[src/rtl/cmp_pkg.sv]
// Shared types for the sequential cascade comparator: the lt/eq/gt cascade
// triple, its canonical values, the control FSM states, and a sizing helper.
package cmp_pkg;

   // Cascade triple as carried between nibble stages.
   typedef struct packed {
      logic l;
      logic e;
      logic g;
   } cascade_t;

   localparam cascade_t CASC_EQ = '{l: 1'b0, e: 1'b1, g: 1'b0};
   localparam cascade_t CASC_LT = '{l: 1'b1, e: 1'b0, g: 1'b0};
   localparam cascade_t CASC_GT = '{l: 1'b0, e: 1'b0, g: 1'b1};

   typedef enum logic [1:0] {
      IDLE = 2'd0,
      RUN  = 2'd1,
      DONE = 2'd2
   } state_t;

   // Nibble index width; a single-nibble build still needs one bit.
   function automatic int idx_width(input int nibbles);
      return (nibbles > 1) ? $clog2(nibbles) : 1;
   endfunction

endpackage

[src/rtl/nibble_cascade_cmp.sv]
// One 4-bit cascaded magnitude compare stage. Any difference in this nibble
// overrides the lower-order cascade; equal nibbles pass the cascade through
// untouched (including illegal 000/111 codes, like a hardware chain).
module nibble_cascade_cmp
   import cmp_pkg::*;
(
   input  logic [3:0] a_i,
   input  logic [3:0] b_i,
   input  cascade_t   casc_i,
   output cascade_t   casc_o
);

   // Higher-order difference wins, otherwise forward the incoming cascade.
   always_comb begin
      casc_o = casc_i;
      if (a_i > b_i)
         casc_o = CASC_GT;
      else if (a_i < b_i)
         casc_o = CASC_LT;
   end

endmodule

[src/rtl/seq_cascade_comparator.sv]
// Multi-cycle unsigned magnitude comparator. A single nibble stage is reused
// LSB-first; its result is registered and fed back as the cascade input for
// the next nibble, matching a ripple chain of 4-bit cascade comparators.
module seq_cascade_comparator
   import cmp_pkg::*;
#(
   parameter int WIDTH = 16
) (
   input  logic             clk,
   input  logic             rst,
   input  logic             start,
   input  logic [WIDTH-1:0] a,
   input  logic [WIDTH-1:0] b,
   input  logic             lin,
   input  logic             ein,
   input  logic             gin,
   output logic             busy,
   output logic             done,
   output logic             lt,
   output logic             eq,
   output logic             gt
);

   localparam int NIBBLES = WIDTH / 4;
   localparam int IDX_W   = idx_width(NIBBLES);

   generate
      if ((WIDTH % 4) != 0 || WIDTH < 4) begin : g_bad_width
         $error("seq_cascade_comparator: WIDTH must be a multiple of 4 and >= 4");
      end
   endgenerate

   state_t                   state_q, state_d;
   logic [IDX_W-1:0]         idx_q, idx_d;
   logic [WIDTH-1:0]         a_q, a_d, b_q, b_d;
   cascade_t                 casc_q, casc_d;
   cascade_t                 res_q, res_d;
   logic                     busy_q, busy_d;
   logic                     done_q, done_d;

   logic [NIBBLES-1:0][3:0]  a_nib, b_nib;
   cascade_t                 casc_nxt;
   logic                     last_nib;
   logic                     accept;

   assign a_nib    = a_q;
   assign b_nib    = b_q;
   assign last_nib = (idx_q == IDX_W'(NIBBLES - 1));

   nibble_cascade_cmp u_nib (
      .a_i    (a_nib[idx_q]),
      .b_i    (b_nib[idx_q]),
      .casc_i (casc_q),
      .casc_o (casc_nxt)
   );

   // Control FSM and datapath next-state; start is honoured only in IDLE/DONE.
   always_comb begin
      state_d = state_q;
      idx_d   = idx_q;
      a_d     = a_q;
      b_d     = b_q;
      casc_d  = casc_q;
      res_d   = res_q;
      busy_d  = busy_q;
      done_d  = done_q;
      accept  = 1'b0;

      case (state_q)
         IDLE: begin
            if (start) accept = 1'b1;
         end
         RUN: begin
            casc_d = casc_nxt;
            idx_d  = idx_q + 1'b1;
            if (last_nib) begin
               res_d   = casc_nxt;
               done_d  = 1'b1;
               busy_d  = 1'b0;
               idx_d   = '0;
               state_d = DONE;
            end
         end
         DONE: begin
            done_d  = 1'b0;
            state_d = IDLE;
            if (start) accept = 1'b1;
         end
         default: begin
            state_d = IDLE;
            busy_d  = 1'b0;
            done_d  = 1'b0;
         end
      endcase

      // Accepting a start (from IDLE or back-to-back from DONE) loads operands.
      if (accept) begin
         a_d     = a;
         b_d     = b;
         casc_d  = '{l: lin, e: ein, g: gin};
         idx_d   = '0;
         busy_d  = 1'b1;
         done_d  = 1'b0;
         state_d = RUN;
      end
   end

   // State registers; reset aborts any compare in flight and clears results.
   always_ff @(posedge clk) begin
      if (rst) begin
         state_q <= IDLE;
         idx_q   <= '0;
         a_q     <= '0;
         b_q     <= '0;
         casc_q  <= '0;
         res_q   <= '0;
         busy_q  <= 1'b0;
         done_q  <= 1'b0;
      end else begin
         state_q <= state_d;
         idx_q   <= idx_d;
         a_q     <= a_d;
         b_q     <= b_d;
         casc_q  <= casc_d;
         res_q   <= res_d;
         busy_q  <= busy_d;
         done_q  <= done_d;
      end
   end

   assign busy = busy_q;
   assign done = done_q;
   assign lt   = res_q.l;
   assign eq   = res_q.e;
   assign gt   = res_q.g;

endmodule

[config.mk]
export PLATFORM = sky130hd
export DESIGN_NAME = seq_cascade_comparator
export DESIGN_NICKNAME = d
export VERILOG_FILES = /design/src/rtl/cmp_pkg.sv /design/src/rtl/nibble_cascade_cmp.sv /design/src/rtl/seq_cascade_comparator.sv
export SDC_FILE = /design/constraint.sdc
export NUM_CORES = 1
export LEC_CHECK = 0
export CORE_MARGIN = 2
export CORE_UTILIZATION = 40
export DETAILED_ROUTE_END_ITERATION = 10
export GPL_TIMING_DRIVEN = 0
export PLACE_DENSITY = 0.68
export SETUP_SLACK_MARGIN = 0.02
export SLEW_MARGIN = 25
export SYNTH_ARGS = -nofsm -noshare
export SYNTH_HDL_FRONTEND = slang
export SYNTH_SLANG_ARGS = --single-unit
[constraint.sdc]
create_clock -name clk -period 2.1 [get_ports clk]
set_clock_uncertainty 0.2 [all_clocks]
set_input_delay 0.315 -clock clk [delete_from_list [all_inputs] [get_ports clk]]
set_output_delay 0.315 -clock clk [all_outputs]
set_load 0.005 [all_outputs]
# Word-level counts from Yosys, hierarchy flattened
# Index checks and enable logic that the tools add are counted.
[totals]
ff_bits = 44
in_bits = 38
output_inout_bits = 5
wordCells = 52
[op_classes]
addsub = 1
magnitude_cmp = 3
eq_ne = 7
n_mux = 19
bitwise = 1
reduce_logical = 8
[op_table]
columns = ["operator", "n"]
rows = [
  ["$bmux 4 s2", 2],
  ["$mux 3", 4],
  ["$mux 4", 2],
  ["$reduce_and 2->1", 4],
  ["$mux 1", 6],
  ["$eq 2x2->1 const B", 2],
  ["$gt 4x4->1", 1],
  ["$lt 4x4->1", 1],
  ["$mux 2", 2],
  ["$ne 2x2->1 const B", 2],
  ["$pmux 1 s2", 2],
  ["$pmux 2 s2", 1],
  ["$reduce_or 2->1", 2],
  ["$lt 2x3->1 const B", 1],
  ["$ne 3x3->1 const B", 1],
  ["$add 2x1->2 const B", 1],
  ["$eq 2x1->1 const B", 1],
  ["$logic_not 2->1", 1],
  ["$ne 2x1->1 const B", 1],
  ["$reduce_bool 2->1", 1],
  ["$not 1->1", 1],
]

# Logic depth before layout (Yosys ltp)
# Gate-level depths: netlist (run 1).
[depth]
depth_word = 7
mapped_depth = 8
depth_no_buf = 7

# Modules after synthesis
# Synthesis (run 1) repeated with hierarchy kept, for this count alone.
[unflattened]
hier_cells = 213
hier_area_um2 = 1880.6
[by_module_without_submodules]
columns = ["mod", "n_inst", "cells_each", "area_each_um2", "seq_area_each_um2"]
rows = [
  ["seq_cascade_comparator", 1, 196, 1742.9, 860.8],
  ["nibble_cascade_cmp", 1, 17, 137.6, 0.0],
]

# Worst setup path after synthesis (run 1)
# No wires, ideal clock.
[synth_timing]
kind = "register to register"
from = "register idx_q[0]"
to = "register res_q (netlist bit eq)"
setup_ns = 0.117
arrival_ns = 1.962
setup_slack_ns = -0.179
path_stages_with_launch = 7
n_path_buf = 1
period_less_slack_ns = 2.279
cell_sequence = "dfxtp_1 buf_2 mux4_2 ha_1 and4_1 and3_1 a22o_1"
[synth_via]
elab_chain_cells = 5
[synth_rtl]
columns = ["element", "line", "text"]
rows = [
  ["start, declared", "seq_cascade_comparator.sv:34", "logic [IDX_W-1:0] idx_q, idx_d;"],
  ["start signal, assigned", "seq_cascade_comparator.sv:121", "idx_q <= idx_d;"],
  ["$bmux 4 s2 (on tied branches)", "seq_cascade_comparator.sv:51, seq_cascade_comparator.sv:52", ""],
  ["$mux 4 (on tied branches)", "seq_cascade_comparator.sv:51, seq_cascade_comparator.sv:52", ""],
  ["$lt 4x4->1", "nibble_cascade_cmp.sv:18", "else if (a_i < b_i)"],
  ["$mux 3", "nibble_cascade_cmp.sv:18", ""],
  ["$mux 3", "nibble_cascade_cmp.sv:16", "if (a_i > b_i)"],
  ["end signal, assigned", "seq_cascade_comparator.sv:125", "res_q <= res_d;"],
  ["end, declared", "seq_cascade_comparator.sv:37", "cascade_t res_q, res_d;"],
]
# Parallel ways exist; a longest one is shown, timed or not. The select of a mux whose other input is x is not followed.
# A chain may end at the register's enable or synchronous reset.

# Worst setup path in the final report (run 1)
[layout_timing]
from = "register idx_q[0]"
to = "register res_q (netlist bit gt)"
# The elaborated chain is that of the path after synthesis.

==> results.cfg, run 1 <==
[outcome]
status = complete, but fails checks
violations = setup timing

[grt]
grt_pass1_vias = 1609
grt-ovfl-total = 0
grt_antenna_before_repair = 0
grt_pass1_wl_mm = 7.54
grt_max_degree = 13
grt_usage = 0.185

[worst_setup_path]
cp_cell_sequence = buf_8 -> mux4_2 -> ha_4 -> and4_4 -> nand2b_4 -> a32o_1
critPathCaptureType = flip-flop
cp.depth = 6
cpPeakStageDelay_ps = 550
r2r_cells = 6
crit_family = multiplexers
critPathMaxFanout = 8
path_buf_inv = 1
critPathKind = reg2reg
cp.required_ps = 2100
arrival_ps = 2170
crit_slowest_cell = mux4_2
worstSetupStartpointType = flip-flop

[logic_synthesis]
synth_most_common_cell = nand2_1
syn_area_sq_mm = 0.00193
seq_area_frac_synth = 0.447
ys_ff_latch = 43
synth_area_leaders = dfxtp_1 45%, nand2_1 13%, a21oi_1 9.9%
async_flop_share = 0
synth_edf_count = 0
syn-num-nets = 265
syn_inst = 222
synth_top_cell_by_area = dfxtp_1
ys_warn_count = 0
netlist.area_leader.share = 0.447
synthFlopType = dfxtp_1
syn_area_per_cell_sq_um = 8.67
synth.distinct_cells = 27
synth_common_cells = 66 x nand2_1, 43 x dfxtp_1, 38 x a21oi_1

[floorplan]
coreArea_sq_mm = 0.00469
die_h_um = 73.4
dieArea_sq_mm = 0.00538
pin_count = 43
std_cell_rows = 25
start_util = 0.410
chipWidth_um = 73.4

[route]
wl_met3_um = 178
num_vias = 1660
wl_met1_mm = 2.03
dr.pass1.iters = 4
wirelength_mm = 4.38
drtIter0Drc = 67
maxUsedRoutingLayer = met4
antenna_left = 0
viasPerCell = 5.05
post-route-drc-count = 0
wire_per_inst_um = 13.3
met2WireLength_mm = 2.13

[finish]
layout.nets = 317
areaGrowthSynthToFinish_pct = 35.9
fillers = 443
drive_above_1_share = 0.178
diodes = 0
fin_area_sq_mm = 0.00262

[clock_network]
cts_tree = built
cts_buffer_depth = 2
clockRootBuffer = clkbuf_8
cts_hold_buf = 0
clkSlewWorstSetupHoldPaths_ps = 80
cts.sinks = 43
clk_latency_ps = 290
htree_num_levels = 2
numCtsBuffers = 5

[sta]
drv_slew = 0
final.setup.tns_ps = -287
setup_ws_ps = -77.2
hold_violations = 0
fin_crit_ps = 2180
finalSetupViolCount = 6
rsz0062_at_grt = true
fmax_ghz = 0.459
slew_headroom = 0.646
fin_crit_sh = 1.04
worst_slew_pin_slew_ps = 532

[worst_hold_path]
whs_path_depth = 2
hold_path_class = reg2reg

[power]
p_per_area_mw_per_mm2 = 696
power_leakage_nw = 0.996
finalPower_mw = 1.82
peakVddDrop_v = 0.000373

[placed_design]
dp.final_hpwl_mm = 3.09
place_area_sq_mm = 0.00244
portBuffers = 41
gp_congestion = 0.784

[run]
drv_cap = 0
## cells by family (layout without fill, tap and decap cells)
group           count (synthesis)  in the layout  share of synthesized area
compound gates                 50             50                      0.142
simple gates                   88             88                      0.199
fa+ha+maj                       5              5                     0.0325
mux                            13             13                      0.121
flops                          43             43                      0.447
buf+inv                        23             76                     0.0585
## layer usage
metal  GRT usage  up-vias
li1            -      857
met2       0.314       35
met3      0.0425        7
met4      0.0444        0
met5           0        -
met1       0.239      761
## where the power goes
group | internal [mW] | leakage (nW) | switching [mW]
logic | 0.189 | 0.590 | 0.164
clock network | 0.300 | 0.0515 | 0.274
registers | 0.865 | 0.354 | 0.0280
total | 1.35 | 0.996 | 0.466
## layout make-up
| class | instances | area [sq um] | share of cell area |
|---|---|---|---|
| Multi-Input combinational cell | 156 | 1010 | 0.387 |
| Sequential cell | 43 | 863 | 0.330 |
| Timing Repair Buffer | 45 | 440 | 0.168 |
| Inverter | 7 | 26.3 | 0.0100 |
| Clock buffer | 8 | 100 | 0.0383 |
| Buffer | 16 | 106 | 0.0407 |
| Tap cell | 54 | 67.6 | 0.0258 |
## worst reg2reg max path, cell delays in order, from the launching register on
cell and delay, ps:
dfxtp_2 350, buf_8 140, mux4_2 550, ha_4 300, and4_4 250, nand2b_4 60, a32o_1 230
## final timing paths
kind                               start  endpoint  slack (ps)
worst max-delay path            idx_q[0]        gt         -80
worst min-delay path            a_nib[0]  a_nib[0]         250
worst max register to register  idx_q[0]        gt         -80
worst min register to register  a_nib[0]  a_nib[0]         250
## cells in the final DEF, fill, tap and decap left out, types with 2 or more instances in the layout
cell and instances:
nand3_1 3, a32o_1 2, a22o_1 2, ha_4 3
mux2_2 2, clkbuf_8 7, mux2i_1 3, nor2_1 8
inv_1 4, o21ai_0 4, dfxtp_1 41, inv_2 3
clkbuf_1 3, a21oi_1 37, clkdlybuf4s50_1 41, ha_1 2
buf_4 8, buf_2 7, nor3b_1 2, dfxtp_2 2
mux4_2 8, nand2_1 66, buf_8 2
## through the flow
| step | std cells | utilization | hold slack [ps] | worst slack (ps) |
|---|---|---|---|---|
| after floorplan | 222 | - | 233 | -22.7 |
| after global placement | 317 | 0.521 | 241 | -191 |
| after detailed placement | 317 | 0.521 | 247 | -175 |
| after CTS | 329 | 0.558 | 258 | -79.4 |
| after global routing | 329 | 0.558 | 279 | -138 |
| final | 329 | 0.558 | 254 | -77.2 |
## sequential cells by signal, summed over array words and instances (netlist names)
name     cells
b_nib       16
gt           1
eq           1
state_q      1
a_nib       16
idx_q        2
lt           1
done         1
busy         1
casc_q       3
## timing repair
action                                  CTS  global route
buffers inserted                          4             0
endpoints found under the hold margin     0             0
endpoints found under the setup margin    6             6
pin swaps                                 4             1
gates resized for setup                   9             1
Note: power is estimated with default switching activity, not from simulation.
==> run 2: changes to the inputs <==
--- a/config.mk
+++ b/config.mk
@@ -9,7 +9,7 @@
 export CORE_UTILIZATION = 40
 export DETAILED_ROUTE_END_ITERATION = 10
 export GPL_TIMING_DRIVEN = 0
-export PLACE_DENSITY = 0.68
+export PLACE_DENSITY = 0.74
 export SETUP_SLACK_MARGIN = 0.02
 export SLEW_MARGIN = 25
 export SYNTH_ARGS = -nofsm -noshare
==> results.cfg, run 2 (same netlist as run 1, synthesis figures left out) <==
[outcome]
status = complete, but fails checks
violations = setup timing

[floorplan]
start_util = 0.410
coreArea_sq_mm = 0.00469
std_cell_rows = 25
pin_count = 43
dieArea_sq_mm = 0.00538
chipWidth_um = 73.4
die_h_um = 73.4

[clock_network]
cts_buffer_depth = 2
htree_num_levels = 2
numCtsBuffers = 5
cts_hold_buf = 0
clkSlewWorstSetupHoldPaths_ps = 80
clockRootBuffer = clkbuf_8
cts.sinks = 43
clk_latency_ps = 300
cts_tree = built

[route]
wire_per_inst_um = 13.8
num_vias = 1678
drtIter0Drc = 85
post-route-drc-count = 0
antenna_left = 0
dr.pass1.iters = 4
wirelength_mm = 4.55
viasPerCell = 5.10

[worst_hold_path]
hold_path_class = reg2reg

[sta]
finalSetupViolCount = 6
worst_slew_pin_slew_ps = 512
fin_crit_ps = 2210
drv_slew = 0
slew_headroom = 0.659
setup_ws_ps = -112
whs_ps = 257
fin_crit_sh = 1.05
rsz0062_at_grt = true
fmax_ghz = 0.452
hold_violations = 0

[placed_design]
gp_congestion = 0.825
dp.final_hpwl_mm = 3.18
portBuffers = 41
dpl.cell_count = 317

[power]
pwr-share-seq = 0.489
swShare = 0.258
power_leakage_nw = 0.998
switchingPower_mw = 0.471
p_comb_frac = 0.198
p_per_area_mw_per_mm2 = 698
peakVddDrop_v = 0.000341
p_int_mw = 1.36
power.clock.fraction = 0.313

[finish]
drive_above_1_share = 0.178
diodes = 0
layout.nets = 317
areaGrowthSynthToFinish_pct = 35.9
final_cell_mix = 66 x nand2_1, 41 x dfxtp_1, 41 x clkdlybuf4s50_1
fin_cells = 329
final_common_cell = nand2_1

[grt]
grt_antenna_before_repair = 0
grt-ovfl-total = 0
grt_usage = 0.189
grt_pass1_vias = 1710
grt_max_degree = 13
grt_pass1_wl_mm = 7.69

[worst_setup_path]
critPathKind = reg2reg
cp.required_ps = 2090
critPathCaptureType = flip-flop
worstSetupStartpointType = flip-flop
arrival_ps = 2210
critPathMaxFanout = 7

[run]
drv_cap = 0
## run 2: cell counts in the layout (fill, tap and decap cells not counted)
Identical to the previous run, type by type.
## run 2: layout make-up
type / instances / area (sq um)
flip-flops and latches: 43 / 863
plain buffers: 16 / 106
fillers: 436 / 2070
well taps: 54 / 67.6
clock buffers: 8 / 100
repair buffers: 45 / 440
inverters: 7 / 26.3
multi-input cells: 156 / 1010
## run 2: timing repair
action	CTS	global route
setup buffers	4	0
endpoints found under the setup margin	6	6
gates resized for setup	7	3
pin swaps	2	0
## run 2: metrics by stage
stage               setup WS (ps)  setup TNS, ps  total power, mW   util  area (sq um)
CTS                         -98.2           -361             1.83  0.556          2610
global route                 -164           -888             1.92  0.558          2620
detailed placement           -227          -1180             1.23  0.521          2440
global placement             -175           -926             1.22  0.521          2440
floorplan                   -22.7          -25.8             1.10      -          1970
finish                       -112           -437             1.83  0.558          2620
## run 2: power by group through the flow
stage                     Combinational (mW)  Clock (mW)  Sequential [mW]
after floorplan                        0.196           0            0.903
after global placement                 0.312           0            0.909
after detailed placement               0.320           0            0.912
after CTS                              0.352       0.585            0.893
after global routing                   0.399       0.625            0.900
final                                  0.361       0.573            0.894
## run 2: worst max-delay path: stages (launching register included)
cell	delay, ps
dfxtp_2	360
buf_8	140
mux4_2	550
ha_4	300
and4_4	250
nand2b_4	60
a32o_1	240
## run 2: worst paths after layout
check | start | to | slack, ps | cells after the start
hold / removal | b_nib[5] | b_nib[5] | 260 | 2
setup / recovery | idx_q[0] | gt | -110 | 6
hold reg to reg | b_nib[5] | b_nib[5] | 260 | 2
setup reg to reg | idx_q[0] | gt | -110 | 6
## run 2: metal layers
layer  up-vias  track usage  routed length (um)
met5         -            0                   0
met4         0       0.0646                  85
met3         7       0.0494                 212
met2        44        0.313                2180
met1       774        0.238                2070
li1        853            -                   -
